--- config.mk ---
export PLATFORM = sky130hd
export DESIGN_NAME = ram_fifo_ctrl
export DESIGN_NICKNAME = d
export VERILOG_FILES = /design/src/rtl/ram_fifo_ctrl.sv
export SDC_FILE = /design/constraint.sdc
export NUM_CORES = 1
export LEC_CHECK = 0
export ABC_AREA = 1
export BUFFER_PORTS_ARGS = -buffer_cell sky130_fd_sc_hd__buf_2
export CAP_MARGIN = 20
export CORE_UTILIZATION = 45
export CTS_BUF_LIST = sky130_fd_sc_hd__clkbuf_8 sky130_fd_sc_hd__clkbuf_16
export CTS_CLUSTER_DIAMETER = 120
export DETAILED_ROUTE_END_ITERATION = 10
export PLACE_DENSITY_LB_ADDON = 0.2
export SYNTH_ARGS = -nofsm -noshare
export SYNTH_HDL_FRONTEND = slang
export SYNTH_SLANG_ARGS = --single-unit
--- constraint.sdc ---
create_clock -name clk -period 6.2 [get_ports clk]
set_input_delay 0.62 -clock clk [delete_from_list [all_inputs] [get_ports clk]]
set_output_delay 0.62 -clock clk [all_outputs]
set_load 0.05 [all_outputs]
--- src/rtl/ram_fifo_ctrl.sv ---
// ============================================================================
//  Module      : ram_fifo_ctrl
//  Description : FIFO controller that stores words in an external
//                single-write / single-read RAM with a fixed read latency.
//                A small output buffer absorbs RAM read returns, so the
//                downstream side sees a plain valid/ready stream while the
//                RAM pipeline keeps running.
//  Revision    : 1.0 - initial release
// ----------------------------------------------------------------------------
//  Parameters
//    WIDTH        data word width
//    DEPTH        external RAM words (power of 2, >= 4)
//    RAM_LATENCY  RAM read latency in cycles (>= 1)
//    OBUF_DEPTH   output buffer entries (>= RAM_LATENCY + 1)
//
//  Ports
//    clk          clock
//    s_rst_n      synchronous active-low reset
//    in_data      upstream push data
//    in_vld       upstream push valid
//    in_rdy       upstream push ready (independent of out_rdy)
//    out_data     oldest buffered word
//    out_vld      output buffer not empty
//    out_rdy      downstream pop ready
//    ram_wr_en    RAM write enable
//    ram_wr_add   RAM write address
//    ram_wr_data  RAM write data
//    ram_rd_en    RAM read enable
//    ram_rd_add   RAM read address
//    ram_rd_data  RAM read data, valid RAM_LATENCY cycles after ram_rd_en
//    level        words held: RAM + reads in flight + output buffer
//
//  Build option
//    RAM_FIFO_CTRL_BYPASS_EN  when defined, a word pushed into an otherwise
//                             drained block goes straight into the output
//                             buffer and skips the RAM round trip.
// ============================================================================

`default_nettype none

module ram_fifo_ctrl #(
    parameter int WIDTH       = 32,
    parameter int DEPTH       = 512,
    parameter int RAM_LATENCY = 1,
    parameter int OBUF_DEPTH  = RAM_LATENCY + 1
) (
    input  logic                               clk,
    input  logic                               s_rst_n,
    // upstream push
    input  logic [WIDTH-1:0]                   in_data,
    input  logic                               in_vld,
    output logic                               in_rdy,
    // downstream pop
    output logic [WIDTH-1:0]                   out_data,
    output logic                               out_vld,
    input  logic                               out_rdy,
    // RAM write port
    output logic                               ram_wr_en,
    output logic [$clog2(DEPTH)-1:0]           ram_wr_add,
    output logic [WIDTH-1:0]                   ram_wr_data,
    // RAM read port
    output logic                               ram_rd_en,
    output logic [$clog2(DEPTH)-1:0]           ram_rd_add,
    input  logic [WIDTH-1:0]                   ram_rd_data,
    // occupancy
    output logic [$clog2(DEPTH+OBUF_DEPTH):0]  level
);

    // ------------------------------------------------------------------------
    // Derived widths
    // ------------------------------------------------------------------------
    localparam int c_ADDR_W   = $clog2(DEPTH);
    localparam int c_RCNT_W   = c_ADDR_W + 1;
    localparam int c_LVL_W    = $clog2(DEPTH + OBUF_DEPTH) + 1;
    localparam int c_IF_W     = $clog2(RAM_LATENCY + 1);
    localparam int c_OBP_W    = (OBUF_DEPTH > 1) ? $clog2(OBUF_DEPTH) : 1;
    localparam int c_OBC_W    = $clog2(OBUF_DEPTH + 1);

    // ------------------------------------------------------------------------
    // State
    // ------------------------------------------------------------------------
    // r_run is cleared by reset and set on the first clock after release, so
    // in_rdy rises exactly one cycle after s_rst_n goes high.
    logic                     r_run;

    logic [c_ADDR_W-1:0]      r_wr_ptr;
    logic [c_ADDR_W-1:0]      r_rd_ptr;
    // Words written to RAM and not yet read-issued. Because it is registered,
    // a word written this cycle is not counted until next cycle, which makes
    // it read-eligible one cycle after its write and keeps read and write
    // from ever touching the same address in the same cycle.
    logic [c_RCNT_W-1:0]      r_ram_cnt;

    // One bit per issued read, shifted along until its data returns.
    logic [RAM_LATENCY-1:0]   r_rd_pipe;
    logic [c_IF_W-1:0]        r_inflight;

    logic [WIDTH-1:0]         r_obuf_mem [OBUF_DEPTH];
    logic [c_OBP_W-1:0]       r_ob_wp;
    logic [c_OBP_W-1:0]       r_ob_rp;
    logic [c_OBC_W-1:0]       r_obuf_cnt;

    // ------------------------------------------------------------------------
    // Handshake and control decode
    // ------------------------------------------------------------------------
    logic                     w_in_rdy;
    logic                     w_push;
    logic                     w_bypass;
    logic                     w_ram_wr;
    logic                     w_pop;
    logic                     w_rd;
    logic                     w_ret;
    logic                     w_ob_wr;
    logic [WIDTH-1:0]         w_ob_wdata;
    logic [c_LVL_W-1:0]       w_credit_used;
    logic [c_LVL_W-1:0]       w_level;

    // in_rdy looks only at RAM occupancy, never at out_rdy.
    assign w_in_rdy = s_rst_n & r_run & (r_ram_cnt < c_RCNT_W'(DEPTH));
    assign w_push   = in_vld & w_in_rdy;

`ifdef RAM_FIFO_CTRL_BYPASS_EN
    // Only bypass when nothing older is anywhere in the RAM path; otherwise
    // the bypassed word could overtake words still waiting in RAM or in
    // flight, breaking ordering.
    assign w_bypass = w_push
                    & (r_ram_cnt == '0)
                    & (r_inflight == '0)
                    & (r_obuf_cnt < c_OBC_W'(OBUF_DEPTH));
`else
    assign w_bypass = 1'b0;
`endif

    assign w_ram_wr = w_push & ~w_bypass;
    assign w_pop    = s_rst_n & (r_obuf_cnt != '0) & out_rdy;

    // Read credit: every issued read owns an output buffer entry from issue
    // until it is popped. A word popped this cycle releases its entry before
    // any read issued now can return, so it is credited back immediately;
    // without that, a full-rate stream would stall every other cycle.
    assign w_credit_used = c_LVL_W'(r_inflight)
                         + c_LVL_W'(r_obuf_cnt)
                         - c_LVL_W'(w_pop);

    assign w_rd = s_rst_n
                & (r_ram_cnt != '0)
                & (w_credit_used < c_LVL_W'(OBUF_DEPTH));

    // The oldest issued read returns when its marker reaches the last stage.
    assign w_ret      = s_rst_n & r_rd_pipe[RAM_LATENCY-1];
    assign w_ob_wr    = w_ret | w_bypass;
    // Bypass and RAM return are exclusive: bypass requires zero in flight.
    assign w_ob_wdata = w_bypass ? in_data : ram_rd_data;

    assign w_level = c_LVL_W'(r_ram_cnt)
                   + c_LVL_W'(r_inflight)
                   + c_LVL_W'(r_obuf_cnt);

    // ------------------------------------------------------------------------
    // Outputs
    // ------------------------------------------------------------------------
    assign in_rdy      = w_in_rdy;
    assign ram_wr_en   = w_ram_wr;
    assign ram_wr_add  = r_wr_ptr;
    assign ram_wr_data = in_data;
    assign ram_rd_en   = w_rd;
    assign ram_rd_add  = r_rd_ptr;
    assign out_vld     = s_rst_n & (r_obuf_cnt != '0);
    assign out_data    = r_obuf_mem[r_ob_rp];
    assign level       = s_rst_n ? w_level : '0;

    // ------------------------------------------------------------------------
    // RAM pointers and occupancy
    // ------------------------------------------------------------------------
    always_ff @(posedge clk) begin
        if (!s_rst_n) begin
            r_run     <= 1'b0;
            r_wr_ptr  <= '0;
            r_rd_ptr  <= '0;
            r_ram_cnt <= '0;
        end else begin
            r_run <= 1'b1;
            // DEPTH is a power of two, so natural overflow wraps DEPTH-1 -> 0.
            if (w_ram_wr) begin
                r_wr_ptr <= r_wr_ptr + c_ADDR_W'(1);
            end
            if (w_rd) begin
                r_rd_ptr <= r_rd_ptr + c_ADDR_W'(1);
            end
            r_ram_cnt <= r_ram_cnt + c_RCNT_W'(w_ram_wr) - c_RCNT_W'(w_rd);
        end
    end

    // ------------------------------------------------------------------------
    // Read return tracking
    // ------------------------------------------------------------------------
    generate
        if (RAM_LATENCY == 1) begin : g_pipe_single
            always_ff @(posedge clk) begin
                if (!s_rst_n) begin
                    r_rd_pipe <= '0;
                end else begin
                    r_rd_pipe <= w_rd;
                end
            end
        end else begin : g_pipe_multi
            always_ff @(posedge clk) begin
                if (!s_rst_n) begin
                    r_rd_pipe <= '0;
                end else begin
                    r_rd_pipe <= {r_rd_pipe[RAM_LATENCY-2:0], w_rd};
                end
            end
        end
    endgenerate

    // Reset clears every marker, so returns of reads issued before reset
    // are never written into the buffer.
    always_ff @(posedge clk) begin
        if (!s_rst_n) begin
            r_inflight <= '0;
        end else begin
            r_inflight <= r_inflight + c_IF_W'(w_rd) - c_IF_W'(w_ret);
        end
    end

    // ------------------------------------------------------------------------
    // Output buffer
    // ------------------------------------------------------------------------
    always_ff @(posedge clk) begin
        if (!s_rst_n) begin
            r_ob_wp    <= '0;
            r_ob_rp    <= '0;
            r_obuf_cnt <= '0;
        end else begin
            // OBUF_DEPTH need not be a power of two, so wrap explicitly.
            if (w_ob_wr) begin
                r_ob_wp <= (r_ob_wp == c_OBP_W'(OBUF_DEPTH - 1)) ? '0
                                                                 : r_ob_wp + c_OBP_W'(1);
            end
            if (w_pop) begin
                r_ob_rp <= (r_ob_rp == c_OBP_W'(OBUF_DEPTH - 1)) ? '0
                                                                 : r_ob_rp + c_OBP_W'(1);
            end
            r_obuf_cnt <= r_obuf_cnt + c_OBC_W'(w_ob_wr) - c_OBC_W'(w_pop);
        end
    end

    // Storage needs no reset; validity is carried by r_obuf_cnt.
    always_ff @(posedge clk) begin
        if (w_ob_wr) begin
            r_obuf_mem[r_ob_wp] <= w_ob_wdata;
        end
    end

endmodule

`default_nettype wire

======== Word-level counts from Yosys, hierarchy flattened ========
Memories as Yosys holds them, arrays and structs flattened. A register that Yosys moved wholly into a read port is not among the register bits.
Index checks and enable logic that the tools add are counted.
storage, ports and cells
  memories ................................ 1
  bits of input ports ..................... 68
  output and inout port bits .............. 97
  logic and storage cells ................. 44
  RAM bits ................................ 64
  register bits ........................... 35
cells by class
  bitwise logic cells ..................... 8
  multiplexer cells ....................... 8
  reduce and logical (&&, ||, !) cells .... 2
  order comparisons ....................... 2
  $add $sub $neg .......................... 14
memory list
  name        words  bits a word  rd ports  clocked after Yosys merged registers in  wr ports  line  text
  r_obuf_mem  2      32           1         1                                        1         98    logic [WIDTH-1:0] r_obuf_mem [OBUF_DEPTH];
operators by type and width
  cell                    number
  $add A9 B1 Y9 const B   2
  $add A10 B1 Y11         1
  $add A11 B2 Y11         1
  $lt A11 B2 Y1 const B   1
  $mux W11                1
  $add A10 B1 Y10         1
  $lt A10 B10 Y1 const B  1
  $reduce_bool A10 Y1     1
  $sub A10 B1 Y10         1
  $and A1 B1 Y1           8
  $mux W1                 7
  $sub A3 B1 Y4           1
  $add A1 B2 Y3           1
  $add A1 B1 Y1 const B   2
  $add A2 B1 Y2           1
  $reduce_bool A2 Y1      1
  $sub A2 B1 Y2           1
  $add A1 B1 Y1           1
  $sub A1 B1 Y1           1

======== Longest topological paths before layout ========
  depth after elaboration ................. 8
  depth in mapped cells ................... 27
  mapped depth without buffers ............ 25

======== Least setup slack after synthesis ========
No wires, ideal clock.
  kind .................................... input to register
  start point ............................. in s_rst_n
  end point ............................... reg r_ram_cnt[8]
  data required time ...................... 6.085 ns
  library setup time ...................... 0.115 ns
  stages on the path ...................... 25
  buffers on the path ..................... 2
  setup slack ............................. 1.401 ns
  data arrival time ....................... 4.684 ns
  cell sequence ........................... buf_6 inv_1 a21oi_1 nand2_1 inv_1 ha_1 nor2_1 fa_1 inv_1 nand2_4 nor2_4 nand3_2 nor2_2 buf_6 ha_1 inv_1 ha_1 inv_1 fa_1 inv_1 nand3_1 nand2_1 nand3b_1 a21oi_1 nor2_1
on the way
  word-level cells in the longest chain between the ends .. 6
  elaborated cells between the ends (all ways) .. 11
  those cells by class .................... add/sub: 3; order compare: 1; bitwise: 7
ends and longest elaborated chain
  element                 line  text
  start: declaration      48    input logic s_rst_n,
  $and A1 B1 Y1           n/a
  net out_vld             55    output logic out_vld,
  $and A1 B1 Y1           135   assign w_pop = s_rst_n & (r_obuf_cnt != '0) & out_rdy;
  net w_pop               110   logic w_pop;
  $sub A3 B1 Y4           143   - c_LVL_W'(w_pop);
  $lt A11 B2 Y1           147   & (w_credit_used < c_LVL_W'(OBUF_DEPTH));
  $and A1 B1 Y1           147
  net ram_rd_en           62    output logic ram_rd_en,
  $sub A10 B1 Y10         190   r_ram_cnt <= r_ram_cnt + c_RCNT_W'(w_ram_wr) - c_RCNT_W'(w_rd);
  end signal: assignment  190
  end: declaration        92    logic [c_RCNT_W-1:0] r_ram_cnt;
The timed path passes the listed nets, and every way through them passes these cells.
A chain may end at the register's enable or synchronous reset.

======== Final worst setup path ========
  start point ............................. in s_rst_n
  end point ............................... reg r_ram_cnt[8]
on the way
  word-level cells in the longest chain between the ends .. 6
  elaborated cells between the ends (all ways) .. 11
  those cells by class .................... add/sub: 3; order compare: 1; bitwise: 7
ends and longest elaborated chain
  element                      line
  $and A1 B1 Y1 (2 in series)  135
  net w_pop                    110
  $sub A3 B1 Y4                143
  $lt A11 B2 Y1                147
  $and A1 B1 Y1                147
  $sub A10 B1 Y10              190
The timed path passes the listed nets, and every way through them passes these cells.

==> results.md <==
- Sequential-to-total area share from yosys stat: 51.8%
- Metal1 wirelength: 4.41 mm
- Classification of the worst-slack hold path: in2reg
- Via count of the first global-routing pass: 3332
- Placed cell count: approximately 710
- Master of the slowest instance on the critical path: sky130_fd_sc_hd__buf_2
- Final standard cell count with taps included and fillers excluded: 730
- Setup-failing EPs final: 0
- Critical Path Sink Type: flop
- Kind of cell adding the most delay to the critical path: adder cells
- Number of gates given a new drive strength after cts: 0
- Combined area of the multi-input logic cells: 0.00193 mm²
- Type of element launching the critical path: input pin
- DR WL/cell: ~13 µm
- Clock root buffer: sky130_fd_sc_hd__clkbuf_16
- Share of cells above drive strength 1: 27.1%
- Nets@finish: roughly 690
- Clock insertion delay at the later pin of the skew report: 0.34 ns
- Number of DRC markers in iteration 0: between 100 and 150
- Slowest Stage Delay on Critical Path: ~0.43 ns
- Remaining antenna violation count after routing: 0
- Number of buffer and inverter instances along the worst setup path: 7
- # fillers: 1027
- Met2 wire len: 4.53 mm
- Final design instance area without fill: 0.00580 mm²
- Final critical-path required period: between 4 and 5 ns
- Post-synth design cell area: roughly 0.0051 mm²
- RSZ-0062 raised after global routing: false
- Mean cell area of the mapped netlist: between 9 and 10 µm²
- Period Utilization, post-route: roughly three quarters
- Total iterations of the first detailed-routing run: 4
- Setup TNS: 0 ns
- Routed wl met3: 601 µm
- Number of synthesis warnings: 0
- Port buffer count: 100
- Final Hold Vio Count: 0
- Antenna diode count: 0
- Die height: 108 µm
- H-tree levels: 3
- Post-synthesis sequential element count: 100
- Count of boundary I/O pins: 165
- Initial antenna violation count: 0
- Synth-to-layout area growth: 13.7%
- Per-cell via count in the routed design: 4.86
- Worst ir drop on vdd: 237 µV
- Via total after detailed routing: 3550
- Data required time of the worst path: 6.43 ns
- Uppermost signal routing layer after detailed routing: met4
- Die X: 108 µm
- Total global routing track utilization: roughly 17%
- Crit path max fanout: 30
- Routed wire length: 9.64 mm
- Standard cell core area: 0.0109 mm²
- Gate count after technology mapping: 514
- Reg clk slew, reported paths: 0.07 ns
- Die Outline Area: 0.0118 mm²
- Post-CTS Setup Inserts: 0
- Outcome: finished clean
- Post-synth net total: 614
- Area after DPL: 0.00551 mm²
- Count of final max-slew check failures: 0
- Largest net degree at the start of global routing: 34
- Number of distinct standard cells referenced by the synthesized netlist: 34
- Slew at the pin closest to its max-slew limit: 0.938 ns
- DRC errors left: 0
- Max-cap violations: 0
- Clock buffer depth: 2
- CTS Buf Count: 9
- Max_slew headroom: between 30 and 40%
- Critical Path AT: 4.80 ns
- HPWL after detailed placement: 6.89 mm
- Worst clock skew: roughly 0.0080 ns
- Clock tree from TritonCTS: yes
- Cell repeated most along the worst path: sky130_fd_sc_hd__inv_1
- Area used by sequential logic in the layout: around 0.0026 mm²
- Achievable frequency: ~220 MHz
- Total leakage power: 2.57 nW
- Worst path cell trace: buf_2, inv_1, a21oi_1, nand2_1, inv_1, ha_1, nor2_1, fa_1, inv_1, nand2_4, nor2_4, nand3_2, nor2_2, ha_1, inv_1, ha_1, inv_1, fa_1, inv_1, nand3_1, nand2_1, nand3b_1, a21oi_1, nor2_1
- Final estimated routing congestion in global placement: ~0.8
- TritonCTS sink count: 100
- Power density over the cells: roughly 430 mW/mm²
- Placement Rows: 38
- Total power of the final layout: 2.52 mW
- Effective utilization at floorplan: 46.6%
- Grt total ovfl: 0
- CP Class: in2reg
- CTS Hold Buffers Added: 0
- First-pass GRT wire length: 15.6 mm
report_power, final:
group,leakage [nW],switching (mW),internal [mW]
combinational,1.55,0.765,0.330
clock,0.145,0.258,0.283
sequential,0.879,0.0692,0.813
total,2.57,1.09,1.43
area by class of cell:
cell class,instances,area share (%)
inverter,66,4.27
multi-input combinational,306,33.2
sequential,100,45.6
timing repair buffer,102,8.89
clock buffer,9,3.89
clock inverter,7,1.08
tap,140,3.02
final timing paths:
kind	start	cells past startpoint	to	slack [ns]
worst min register to register	ram_rd_add[8]$_SDFFE_PN0P_	2	ram_rd_add[8]$_SDFFE_PN0P_	0.49
worst max-delay path	s_rst_n	24	r_ram_cnt[8]$_SDFF_PN0_	1.63
worst min-delay path	ram_rd_data[27]	1	r_obuf_mem[1][27]$_DFFE_PP_	0.47
worst max register to register	r_obuf_cnt[1]$_SDFF_PN0_	23	r_ram_cnt[8]$_SDFF_PN0_	1.87
layer usage:
layer	GRT usage, %	vias up
li1	-	1802
met1	21.2	1636
met2	29.3	99
met3	3.56	13
met4	6.18	0
met5	0	-
cell families (layout without fill, tap and decap cells):
group / count (synthesis) / after routing / synth area share (%)
AO/OA/AOI/OAI: 49 / 49 / 5.08
buffers and inverters: 108 / 184 / 10.7
AND/OR/NAND/NOR: 185 / 185 / 15.5
XOR/XNOR: 8 / 8 / 1.37
adder cells (fa/ha/maj): 32 / 32 / 8.44
multiplexers: 32 / 32 / 7.07
flip-flops: 100 / 100 / 51.8
placed cells by master (no fill, tap or decap):
master,n
sky130_fd_sc_hd__a21oi_1,31
sky130_fd_sc_hd__a21oi_2,1
sky130_fd_sc_hd__a31oi_1,1
sky130_fd_sc_hd__and3_1,1
sky130_fd_sc_hd__buf_2,100
sky130_fd_sc_hd__buf_4,2
sky130_fd_sc_hd__clkbuf_16,9
sky130_fd_sc_hd__clkinv_2,1
sky130_fd_sc_hd__dfxtp_1,36
sky130_fd_sc_hd__edfxtp_1,64
sky130_fd_sc_hd__fa_1,4
sky130_fd_sc_hd__ha_1,28
sky130_fd_sc_hd__inv_1,65
sky130_fd_sc_hd__inv_2,1
sky130_fd_sc_hd__inv_6,4
sky130_fd_sc_hd__inv_8,2
sky130_fd_sc_hd__mux2_1,2
sky130_fd_sc_hd__mux2_2,30
sky130_fd_sc_hd__nand2_1,101
sky130_fd_sc_hd__nand2_2,1
sky130_fd_sc_hd__nand2_4,1
sky130_fd_sc_hd__nand3_1,17
sky130_fd_sc_hd__nand3_2,1
sky130_fd_sc_hd__nand3b_1,3
sky130_fd_sc_hd__nand4_1,6
sky130_fd_sc_hd__nand4_2,1
sky130_fd_sc_hd__nor2_1,44
sky130_fd_sc_hd__nor2_2,1
sky130_fd_sc_hd__nor2_4,4
sky130_fd_sc_hd__nor3_1,4
sky130_fd_sc_hd__o21ai_0,13
sky130_fd_sc_hd__o21ai_2,1
sky130_fd_sc_hd__o21bai_1,2
sky130_fd_sc_hd__xnor2_1,2
sky130_fd_sc_hd__xor2_1,6
cell usage after synthesis:
library cell,n,share of area (%)
sky130_fd_sc_hd__nand2_2,1,0.12
sky130_fd_sc_hd__nand2_4,1,0.22
sky130_fd_sc_hd__and3_1,1,0.12
sky130_fd_sc_hd__o21ai_0,13,1.3
sky130_fd_sc_hd__o21bai_1,2,0.29
sky130_fd_sc_hd__buf_4,32,4.7
sky130_fd_sc_hd__mux2_1,2,0.44
sky130_fd_sc_hd__nand4_2,1,0.25
sky130_fd_sc_hd__ha_1,28,6.9
sky130_fd_sc_hd__fa_1,4,1.6
sky130_fd_sc_hd__inv_2,1,0.074
sky130_fd_sc_hd__a21oi_2,1,0.17
sky130_fd_sc_hd__buf_2,3,0.29
sky130_fd_sc_hd__nand3b_1,3,0.44
sky130_fd_sc_hd__a21oi_1,31,3.0
sky130_fd_sc_hd__mux2_2,30,6.6
sky130_fd_sc_hd__nand2_1,101,7.4
sky130_fd_sc_hd__edfxtp_1,64,38
sky130_fd_sc_hd__nor2_1,46,3.4
sky130_fd_sc_hd__nand3_1,17,1.7
sky130_fd_sc_hd__clkbuf_1,4,0.29
sky130_fd_sc_hd__nand4_1,6,0.74
sky130_fd_sc_hd__nand3_2,1,0.20
sky130_fd_sc_hd__buf_6,2,0.44
sky130_fd_sc_hd__nor2_4,2,0.44
sky130_fd_sc_hd__nor3_1,4,0.39
sky130_fd_sc_hd__o21ai_2,1,0.17
sky130_fd_sc_hd__xnor2_1,2,0.34
sky130_fd_sc_hd__buf_1,1,0.074
sky130_fd_sc_hd__inv_1,65,4.8
sky130_fd_sc_hd__nor2_2,1,0.12
sky130_fd_sc_hd__xor2_1,6,1.0
sky130_fd_sc_hd__dfxtp_1,36,14
sky130_fd_sc_hd__a31oi_1,1,0.12
stage by stage:
step | hold slack (ns) | setup slack, ns | utilization [%]
floorplan | 0.472 | 1.40 | -
CTS | 0.457 | 1.66 | 53.0
detailed placement | 0.489 | 1.31 | 50.4
finish | 0.466 | 1.63 | 53.0
global route | 0.457 | 1.20 | 53.0
global placement | 0.483 | 1.52 | 50.4
flip-flops by register name, indices dropped and copies added, names as in the netlist, named ones only:
name	count
r_inflight	1
r_obuf_cnt	2
r_ram_cnt	10
r_ob_rp	1
r_ob_wp	1
r_obuf_mem	64
ram_rd_add	9
r_run	1
r_rd_pipe	1
ram_wr_add	9
Note: power is estimated with default switching activity, not from simulation.
